**config.mk**
```make
export PLATFORM = sky130hd
export DESIGN_NAME = avg_seq_ctrl
export DESIGN_NICKNAME = d
export VERILOG_FILES = /design/src/rtl/avg_seq_ctrl.sv
export SDC_FILE = /design/constraint.sdc
export NUM_CORES = 1
export LEC_CHECK = 0
export ABC_AREA = 1
export CAP_MARGIN = 20
export CORE_MARGIN = 2
export CORE_UTILIZATION = 35
export CTS_BUF_LIST = sky130_fd_sc_hd__clkbuf_8
export DETAILED_ROUTE_END_ITERATION = 8
export PLACE_DENSITY_LB_ADDON = 0.12
export SYNTH_ARGS = -nofsm -noshare
export SYNTH_HDL_FRONTEND = slang
export SYNTH_SLANG_ARGS = --single-unit
```
**constraint.sdc**
```tcl
create_clock -name Clk -period 2.8 [get_ports Clk]
set_clock_uncertainty 0.1 [all_clocks]
set_input_delay 0.7 -clock Clk [delete_from_list [all_inputs] [get_ports Clk]]
set_output_delay 0.7 -clock Clk [all_outputs]
set_load 0.005 [all_outputs]
```
**src/rtl/avg_seq_ctrl.sv**
```systemverilog
// -----------------------------------------------------------------------------
// avg_seq_ctrl
//   Time-multiplexed averaging controller: one shared adder accumulates NSAMP
//   signed samples taken serially, then one shared shifter applies NSHIFT
//   successive right shifts by the frame's captured shift amount. The low
//   DATAWIDTH bits of the result are then offered on a valid/ready output.
//
// Configuration macro:
//   AVG_SEQ_ARITH_SHIFT_EN  defined   -> arithmetic right shift (sign fill)
//                           undefined -> logical right shift (zero fill)
//
// Ports:
//   Clk        in   1          clock, rising edge
//   Rst        in   1          synchronous reset, active-low
//   sa         in   8          shift amount, captured with first sample of a frame
//   in_data    in   DATAWIDTH  signed sample
//   in_valid   in   1          sample valid
//   in_ready   out  1          controller can accept a sample
//   avg_out    out  DATAWIDTH  result, registered
//   out_valid  out  1          avg_out valid
//   out_ready  in   1          consumer accepts result
//   busy       out  1          frame in progress (state != IDLE)
//   dbg_state  out  2          FSM state: 0 IDLE, 1 ACCUM, 2 SHIFT, 3 DONE
//
// Handshake: a transfer happens on a rising edge where valid and ready are
// both high. in_valid/in_data/sa must be held until accepted; avg_out is
// held stable while out_valid is high and out_ready is low.
// -----------------------------------------------------------------------------
module avg_seq_ctrl #(
   parameter int DATAWIDTH = 16,
   parameter int ACCWIDTH  = 32,
   parameter int NSAMP     = 8,
   parameter int NSHIFT    = 3
) (
   input  logic                 Clk,
   input  logic                 Rst,
   input  logic [7:0]           sa,
   input  logic [DATAWIDTH-1:0] in_data,
   input  logic                 in_valid,
   output logic                 in_ready,
   output logic [DATAWIDTH-1:0] avg_out,
   output logic                 out_valid,
   input  logic                 out_ready,
   output logic                 busy,
   output logic [1:0]           dbg_state
);

   localparam int CNT_W = $clog2(NSAMP);
   localparam int SHC_W = $clog2(NSHIFT) + 1;
   localparam logic [CNT_W-1:0] CNT_LAST = CNT_W'(NSAMP - 1);
   localparam logic [SHC_W-1:0] SHC_LAST = SHC_W'(NSHIFT - 1);

   typedef enum logic [1:0] {
      S_IDLE  = 2'd0,
      S_ACCUM = 2'd1,
      S_SHIFT = 2'd2,
      S_DONE  = 2'd3
   } state_e;

   state_e               state_q, state_d;
   logic [ACCWIDTH-1:0]  acc_q, acc_d;
   logic [CNT_W-1:0]     cnt_q, cnt_d;
   logic [SHC_W-1:0]     shcnt_q, shcnt_d;
   logic [7:0]           sa_q, sa_d;
   logic [DATAWIDTH-1:0] avg_q, avg_d;
   logic                 ovalid_q, ovalid_d;

   logic                 accept;
   logic [ACCWIDTH-1:0]  sample_ext;
   logic [ACCWIDTH-1:0]  acc_shifted;

   assign accept     = in_valid & in_ready;
   assign sample_ext = {{(ACCWIDTH - DATAWIDTH){in_data[DATAWIDTH-1]}}, in_data};

   // Shared shifter. Shift amounts at or beyond the accumulator width are
   // resolved explicitly so the fill value never depends on tool behaviour.
`ifdef AVG_SEQ_ARITH_SHIFT_EN
   logic signed [ACCWIDTH-1:0] acc_signed;
   logic signed [ACCWIDTH-1:0] acc_sra;

   always_comb begin
      acc_signed = acc_q;
      // Kept as its own statement so the shift is evaluated in a signed context.
      acc_sra    = acc_signed >>> sa_q;
      if (32'(sa_q) >= ACCWIDTH) begin
         acc_shifted = {ACCWIDTH{acc_q[ACCWIDTH-1]}};
      end else begin
         acc_shifted = acc_sra;
      end
   end
`else
   always_comb begin
      if (32'(sa_q) >= ACCWIDTH) begin
         acc_shifted = '0;
      end else begin
         acc_shifted = acc_q >> sa_q;
      end
   end
`endif

   // State and datapath registers.
   always_ff @(posedge Clk) begin
      if (!Rst) begin
         state_q  <= S_IDLE;
         acc_q    <= '0;
         cnt_q    <= '0;
         shcnt_q  <= '0;
         sa_q     <= '0;
         avg_q    <= '0;
         ovalid_q <= 1'b0;
      end else begin
         state_q  <= state_d;
         acc_q    <= acc_d;
         cnt_q    <= cnt_d;
         shcnt_q  <= shcnt_d;
         sa_q     <= sa_d;
         avg_q    <= avg_d;
         ovalid_q <= ovalid_d;
      end
   end

   // Next-state and datapath update.
   always_comb begin
      state_d  = state_q;
      acc_d    = acc_q;
      cnt_d    = cnt_q;
      shcnt_d  = shcnt_q;
      sa_d     = sa_q;
      avg_d    = avg_q;
      ovalid_d = ovalid_q;
      case (state_q)
         S_IDLE: begin
            if (accept) begin
               acc_d   = sample_ext;
               sa_d    = sa;
               cnt_d   = CNT_W'(1);
               state_d = S_ACCUM;
            end
         end
         S_ACCUM: begin
            if (accept) begin
               acc_d = acc_q + sample_ext;
               if (cnt_q == CNT_LAST) begin
                  cnt_d   = '0;
                  shcnt_d = '0;
                  state_d = S_SHIFT;
               end else begin
                  cnt_d = cnt_q + CNT_W'(1);
               end
            end
         end
         S_SHIFT: begin
            acc_d   = acc_shifted;
            shcnt_d = shcnt_q + SHC_W'(1);
            // The last shift loads the output register directly, so out_valid
            // rises exactly NSHIFT edges after the final sample is taken.
            if (shcnt_q == SHC_LAST) begin
               avg_d    = acc_shifted[DATAWIDTH-1:0];
               ovalid_d = 1'b1;
               state_d  = S_DONE;
            end
         end
         S_DONE: begin
            if (out_ready) begin
               ovalid_d = 1'b0;
               state_d  = S_IDLE;
            end
         end
         default: begin
            state_d = S_IDLE;
         end
      endcase
   end

   // Outputs decoded from state. in_ready is gated by Rst so nothing is
   // accepted on an edge that is also resetting the controller.
   always_comb begin
      in_ready  = Rst & ((state_q == S_IDLE) | (state_q == S_ACCUM));
      busy      = (state_q != S_IDLE);
      dbg_state = state_q;
      avg_out   = avg_q;
      out_valid = ovalid_q;
   end

endmodule

```
==> After elaboration in Yosys (flattened, before gate mapping) <==
Cells that the tools add are included.
{ "classes": {"n_eq_ne": 10, "reduce_logical": 13, "shifts": 1, "n_addsub": 3, "mux": 20, "bitwise": 3, "magnitude_cmp": 1} }
{ "ops": {"columns": ["cell", "n"], "rows": [
  ["32-bit 2-to-1 mux", 3],
  ["32-bit one-hot mux with 3 select lines", 1],
  ["32-bit adder", 1],
  ["32-bit by 8-bit right shift with 32-bit output", 1],
  ["3-bit 2-to-1 mux", 5],
  ["3-bit one-hot mux with 2 select lines", 2],
  ["3-bit AND reduction", 4],
  ["2-bit 2-to-1 mux", 5],
  ["2-bit inequality test (second input constant)", 5],
  ["8-bit by 6-bit >= comparator with 1-bit output (second input constant)", 1],
  ["2-bit one-hot mux with 4 select lines", 1],
  ["2-bit nonzero test", 4],
  ["3-bit by 1-bit adder with 3-bit output (second input constant)", 2],
  ["5-bit AND reduction", 1],
  ["2-bit equality test (second input constant)", 2],
  ["2-bit AND reduction", 2],
  ["3-bit by 2-bit equality test with 1-bit output (second input constant)", 1],
  ["3-bit equality test (second input constant)", 1],
  ["3-bit nonzero test", 1],
  ["1-bit bitwise AND", 2],
  ["2-bit by 1-bit equality test with 1-bit output (second input constant)", 1],
  ["2-bit zero test", 1],
  ["1-bit 2-to-1 mux", 2],
  ["1-bit one-hot mux with 2 select lines", 1],
  ["1-bit OR", 1]
]} }
{ "totals": {"elab_cells": 58, "in_bits": 28, "register_bits": 65, "out_inout_bits": 21} }

==> Depth between registers and ports, before layout <==
{ "logic_depth": {"ltp_word": 6, "depth_mapped": 15, "mapped_depth_nobuf": 15} }

==> Worst setup path after synthesis <==
OpenSTA, ideal clock, no wires.
{ "synth_path": {"path_kind": "input to register", "start": "input port in_data[0]", "end": "register acc_q[16]", "cell_stages": 15, "required_ns": 2.630, "setup_ns": 0.070, "arrival_time_ns": 2.189, "path_buffers": 0, "setup_slack_ns": 0.441, "cell_sequence": "ha_1 -> inv_1 -> fa_1 -> inv_1 -> nand3_1 -> nand3_1 -> nand2_1 -> nand2_1 -> nand2_1 -> nand3_1 -> or2_2 -> nand3_1 -> nand2_1 -> nand2_1 -> a21oi_1"} }
{ "synth_via": {"elab_chain_len": 3} }
{ "synth_rtl": {"columns": ["element", "line", "rtl"], "rows": [
  ["from (decl)", "38", "input logic [DATAWIDTH-1:0] in_data,"],
  ["32-bit adder", "142", "acc_d = acc_q + sample_ext;"],
  ["32-bit 2-to-1 mux", "141", "if (accept) begin"],
  ["32-bit one-hot mux with 3 select lines", "131", "case (state_q)"],
  ["to (signal assigned)", "105", "acc_q <= '0;"],
  ["to (signal assigned)", "113", "acc_q <= acc_d;"],
  ["to (decl)", "61", "logic [ACCWIDTH-1:0] acc_q, acc_d;"]
]} }
No other way between the ends. The select of a mux whose other input is x is not followed.
A chain may end at the register's enable or synchronous reset.

==> Worst setup path in the final report <==
{ "layout_path": {"start": "register state_q[1], in the netlist dbg_state[1]", "end": "output port in_ready"} }
{ "layout_via": {"elab_chain_len": 3, "elab_cells_between_ends": 4, "classes_between": "eq/ne (1); bitwise (2); reduce/logical (1)"} }
{ "layout_rtl": {"columns": ["element", "line", "rtl"], "rows": [
  ["from (decl)", "60", "state_e state_q, state_d;"],
  ["from (signal assigned)", "112", "state_q <= state_d;"],
  ["2-bit by 1-bit equality test with 1-bit output or 2-bit zero test (tied branches)", "178", "in_ready = Rst & ((state_q == S_IDLE) | (state_q == S_ACCUM));"],
  ["1-bit OR *", "178", null],
  ["1-bit bitwise AND *", "178", null],
  ["to (decl)", "40", "output logic in_ready,"]
]} }
Mark *: on every way between the ends. The rest lies on a longest branch, timed or not.

==> results.md <==
* Via density at 5.18
* Critical path type: reg -> out
* Placed cell count at 1641
* Cts bufs inserted at 9
* Root buffer cell: clkbuf_8
* Yosys warns at 0
* Static leakage at 4.41 nW
* Drt wl/cell at 15.9 µm
* DRC Markers at 0
* Share of post-route cells with drive strength above 1 at 12.1%
* CP Data Required Time at 2.00 ns
* Type of origin of the critical path: flop
* Vias in the first global route at 7828
* Seq/Total Area, Yosys at 18.1%
* Port Buffers at 48
* Worst IR drop on VDD at 0.896 mV
* Slew @ Worst Pin at 0.642 ns
* I/O pin count at 49
* Largest net degree at the start of global routing at 61
* Ys async rst share at 0%
* Die Height at 147 µm
* Post-layout min period at 2.73 ns
* Mapped cell area at 7190 µm²
* DRT Pass-1 Iters at 5
* Antenna Nets Post-Route at 0
* Std cell rows at 52
* Clk_lat worst skew at 0.38 ns
* Max Transition Viols Final at 0
* Vias at 8589
* GRT Total Usage at 24.4%
* Layout Nets at 1450
* Finish-stage setup viols at 0
* Status: finished clean
* Synth unique cells at 37
* Initial antenna violation count at 0
* Mapped Cells at 1297
* Post-DP HPWL at 20600 µm
* Overflow after GRT at 0
* Initial Util at 35.7%
* PwrDens at 936 nW/µm²
* Post-synth EDFFs at 0
* Final std cells w/o fill at 1657
* Area delta synth->final at 21.9%
* Gp weighted congestion at 0.966
* Seq cells post-synth at 65
* Final Hold Vio Count at 0
* Final period util at 97.5%
* Cts hold-fix bufs at 0
* Placeable Area at 20200 µm²
* CTS sink cnt at 65
* CTS tree: built
* Hold/Removal Path Class: reg -> reg
* RSZ-0062 raised after global routing: true
* DRT iter0 DRCs at 870
* Fmax at 0.366 GHz
* First-pass GRT wire length at 41500 µm
* Clock buffer depth at 2
* Worst Path Arrival at 1.93 ns
* Post-synth top flop: dfxtp_1
* Rel. slew slack at 57.1%
* WL final at 26400 µm
* Fin util at 43.5%
* # H-tree levels at 3
* Syn nets at 1365
* Die area at 21700 µm²
* Crit path max fanout at 8
* Chip width at 147 µm
* Antenna diodes at 0
* Syn_area_per_cell at 5.54 µm²
* Clk slew on worst S/H paths at 0.09 ns
* Reported max-cap violation count at 0
* Critical Path End Type: primary output
cells by family (layout without fill, tap and decap cells):
kind of cell / count (synthesis) / in the layout / share of synthesized area (%)
AOI/OAI and AO/OA: 158 / 158 / 12.9
xor gates and xnor gates: 3 / 3 / 0.365
adders and majority gates: 40 / 40 / 7.06
buffers and inverters: 204 / 294 / 11.5
DFF: 65 / 65 / 18.1
and+or+nand+nor: 827 / 827 / 50.1
metrics by stage:
stage / cell area [µm²] / TNS [ns] / power, mW / worst slack, ns / hold slack [ns]
3_5_place_dp: 8410 / -5.37 / 7.08 / -0.268 / 0.358
6_report: 8770 / 0 / 8.21 / 0.0705 / 0.369
3_3_place_gp: 8410 / -4.93 / 7.08 / -0.257 / 0.358
5_1_grt: 8770 / -0.134 / 9.00 / -0.0466 / 0.392
2_1_floorplan: 7190 / 0 / 5.26 / 0.441 / 0.347
4_1_cts: 8640 / 0 / 8.08 / 0.0679 / 0.372
path summary, 6_finish.rpt:
check,startpoint,slack [ns],endpoint,cells after the start
setup / recovery,dbg_state[1]$_SDFFE_PN0P_,0.07,in_ready,5
hold / removal,out_valid$_SDFFE_PN0P_,0.37,out_valid$_SDFFE_PN0P_,2
setup reg to reg,dbg_state[1]$_SDFFE_PN0P_,0.46,acc_q[21]$_SDFFE_PN0P_,13
hold reg to reg,out_valid$_SDFFE_PN0P_,0.37,out_valid$_SDFFE_PN0P_,2
flip-flops by register name (all words and copies together) (netlist names):
name and count:
out_valid 1, shcnt_q 3, sa_q 8, avg_out 16, dbg_state 2, cnt_q 3
acc_q 32
area by class of cell:
class / count / area [µm²]
clock inverter: 7 / 101
multi-input combinational: 1028 / 5200
sequential: 65 / 1300
fill: 2280 / 11400
clock buffer: 9 / 124
timing repair buffer: 132 / 1150
tap: 270 / 338
inverter: 146 / 556
where the power goes:
part / switching (mW) / total [mW] / internal, mW / leakage, nW
clock network: 0.446 / 0.956 / 0.510 / 0.112
logic: 3.67 / 5.79 / 2.12 / 3.76
registers: 0.322 / 1.47 / 1.15 / 0.530
layout by cell type, fill, tap and decap left out, types with 3 or more instances in the layout:
master / instances
nand2_1: 398
buf_12: 3
inv_1: 132
ha_1: 33
clkdlybuf4s50_1: 48
nor2_1: 78
nand3b_1: 8
clkbuf_8: 9
nor3_1: 5
buf_4: 81
or2_2: 5
dfxtp_1: 65
ha_4: 5
o21ai_0: 48
inv_2: 12
a21oi_2: 14
nand3_1: 295
nand2_2: 9
o211ai_1: 4
nor2_4: 3
nand4_1: 12
o21bai_1: 14
nor2_2: 7
a21oi_1: 67
nand3_2: 3
synthesized netlist by cell type (2+ instances only):
| cell | n | share of area, % |
|---|---|---|
| nor2_1 | 83 | 4.3 |
| nand3b_1 | 8 | 0.84 |
| ha_1 | 39 | 6.8 |
| o21ai_0 | 48 | 3.3 |
| or2_2 | 5 | 0.44 |
| o211ai_1 | 4 | 0.42 |
| nor3_1 | 6 | 0.42 |
| a21oi_2 | 10 | 1.2 |
| buf_2 | 14 | 0.97 |
| xor2_1 | 2 | 0.24 |
| a21boi_0 | 2 | 0.21 |
| dfxtp_1 | 65 | 18 |
| nand4_1 | 12 | 1.0 |
| nor2_2 | 2 | 0.17 |
| nor2_4 | 3 | 0.47 |
| a211oi_1 | 2 | 0.21 |
| a21oi_4 | 2 | 0.45 |
| inv_1 | 134 | 7.0 |
| o21a_1 | 2 | 0.21 |
| buf_1 | 11 | 0.57 |
| inv_2 | 10 | 0.52 |
| clkbuf_1 | 26 | 1.4 |
| buf_6 | 2 | 0.31 |
| buf_4 | 5 | 0.52 |
| nand2_1 | 407 | 21 |
| o21bai_1 | 14 | 1.5 |
| a21oi_1 | 71 | 4.9 |
| nand3_1 | 298 | 21 |
| nand2_4 | 2 | 0.31 |
critical path, stage by stage (launching register included):
cell and delay [ns]:
dfxtp_1 0.37, inv_2 0.17, ha_1 0.21, inv_2 0.12
a21oi_4 0.16, clkdlybuf4s50_1 0.52
routing by layer:
metal	GRT usage, %	part of all wire [%]
met1	32.6	46
met2	40.2	46
met3	3.45	4.7
met4	8.65	3.3
met5	0	0
timing repair:
item | CTS | global route
buffers inserted | 0 | 0
pin swaps | 0 | 3
resized for setup | 2 | 29
setup endpoints to repair | 1 | 18
Power figures use the tool's default switching activity.
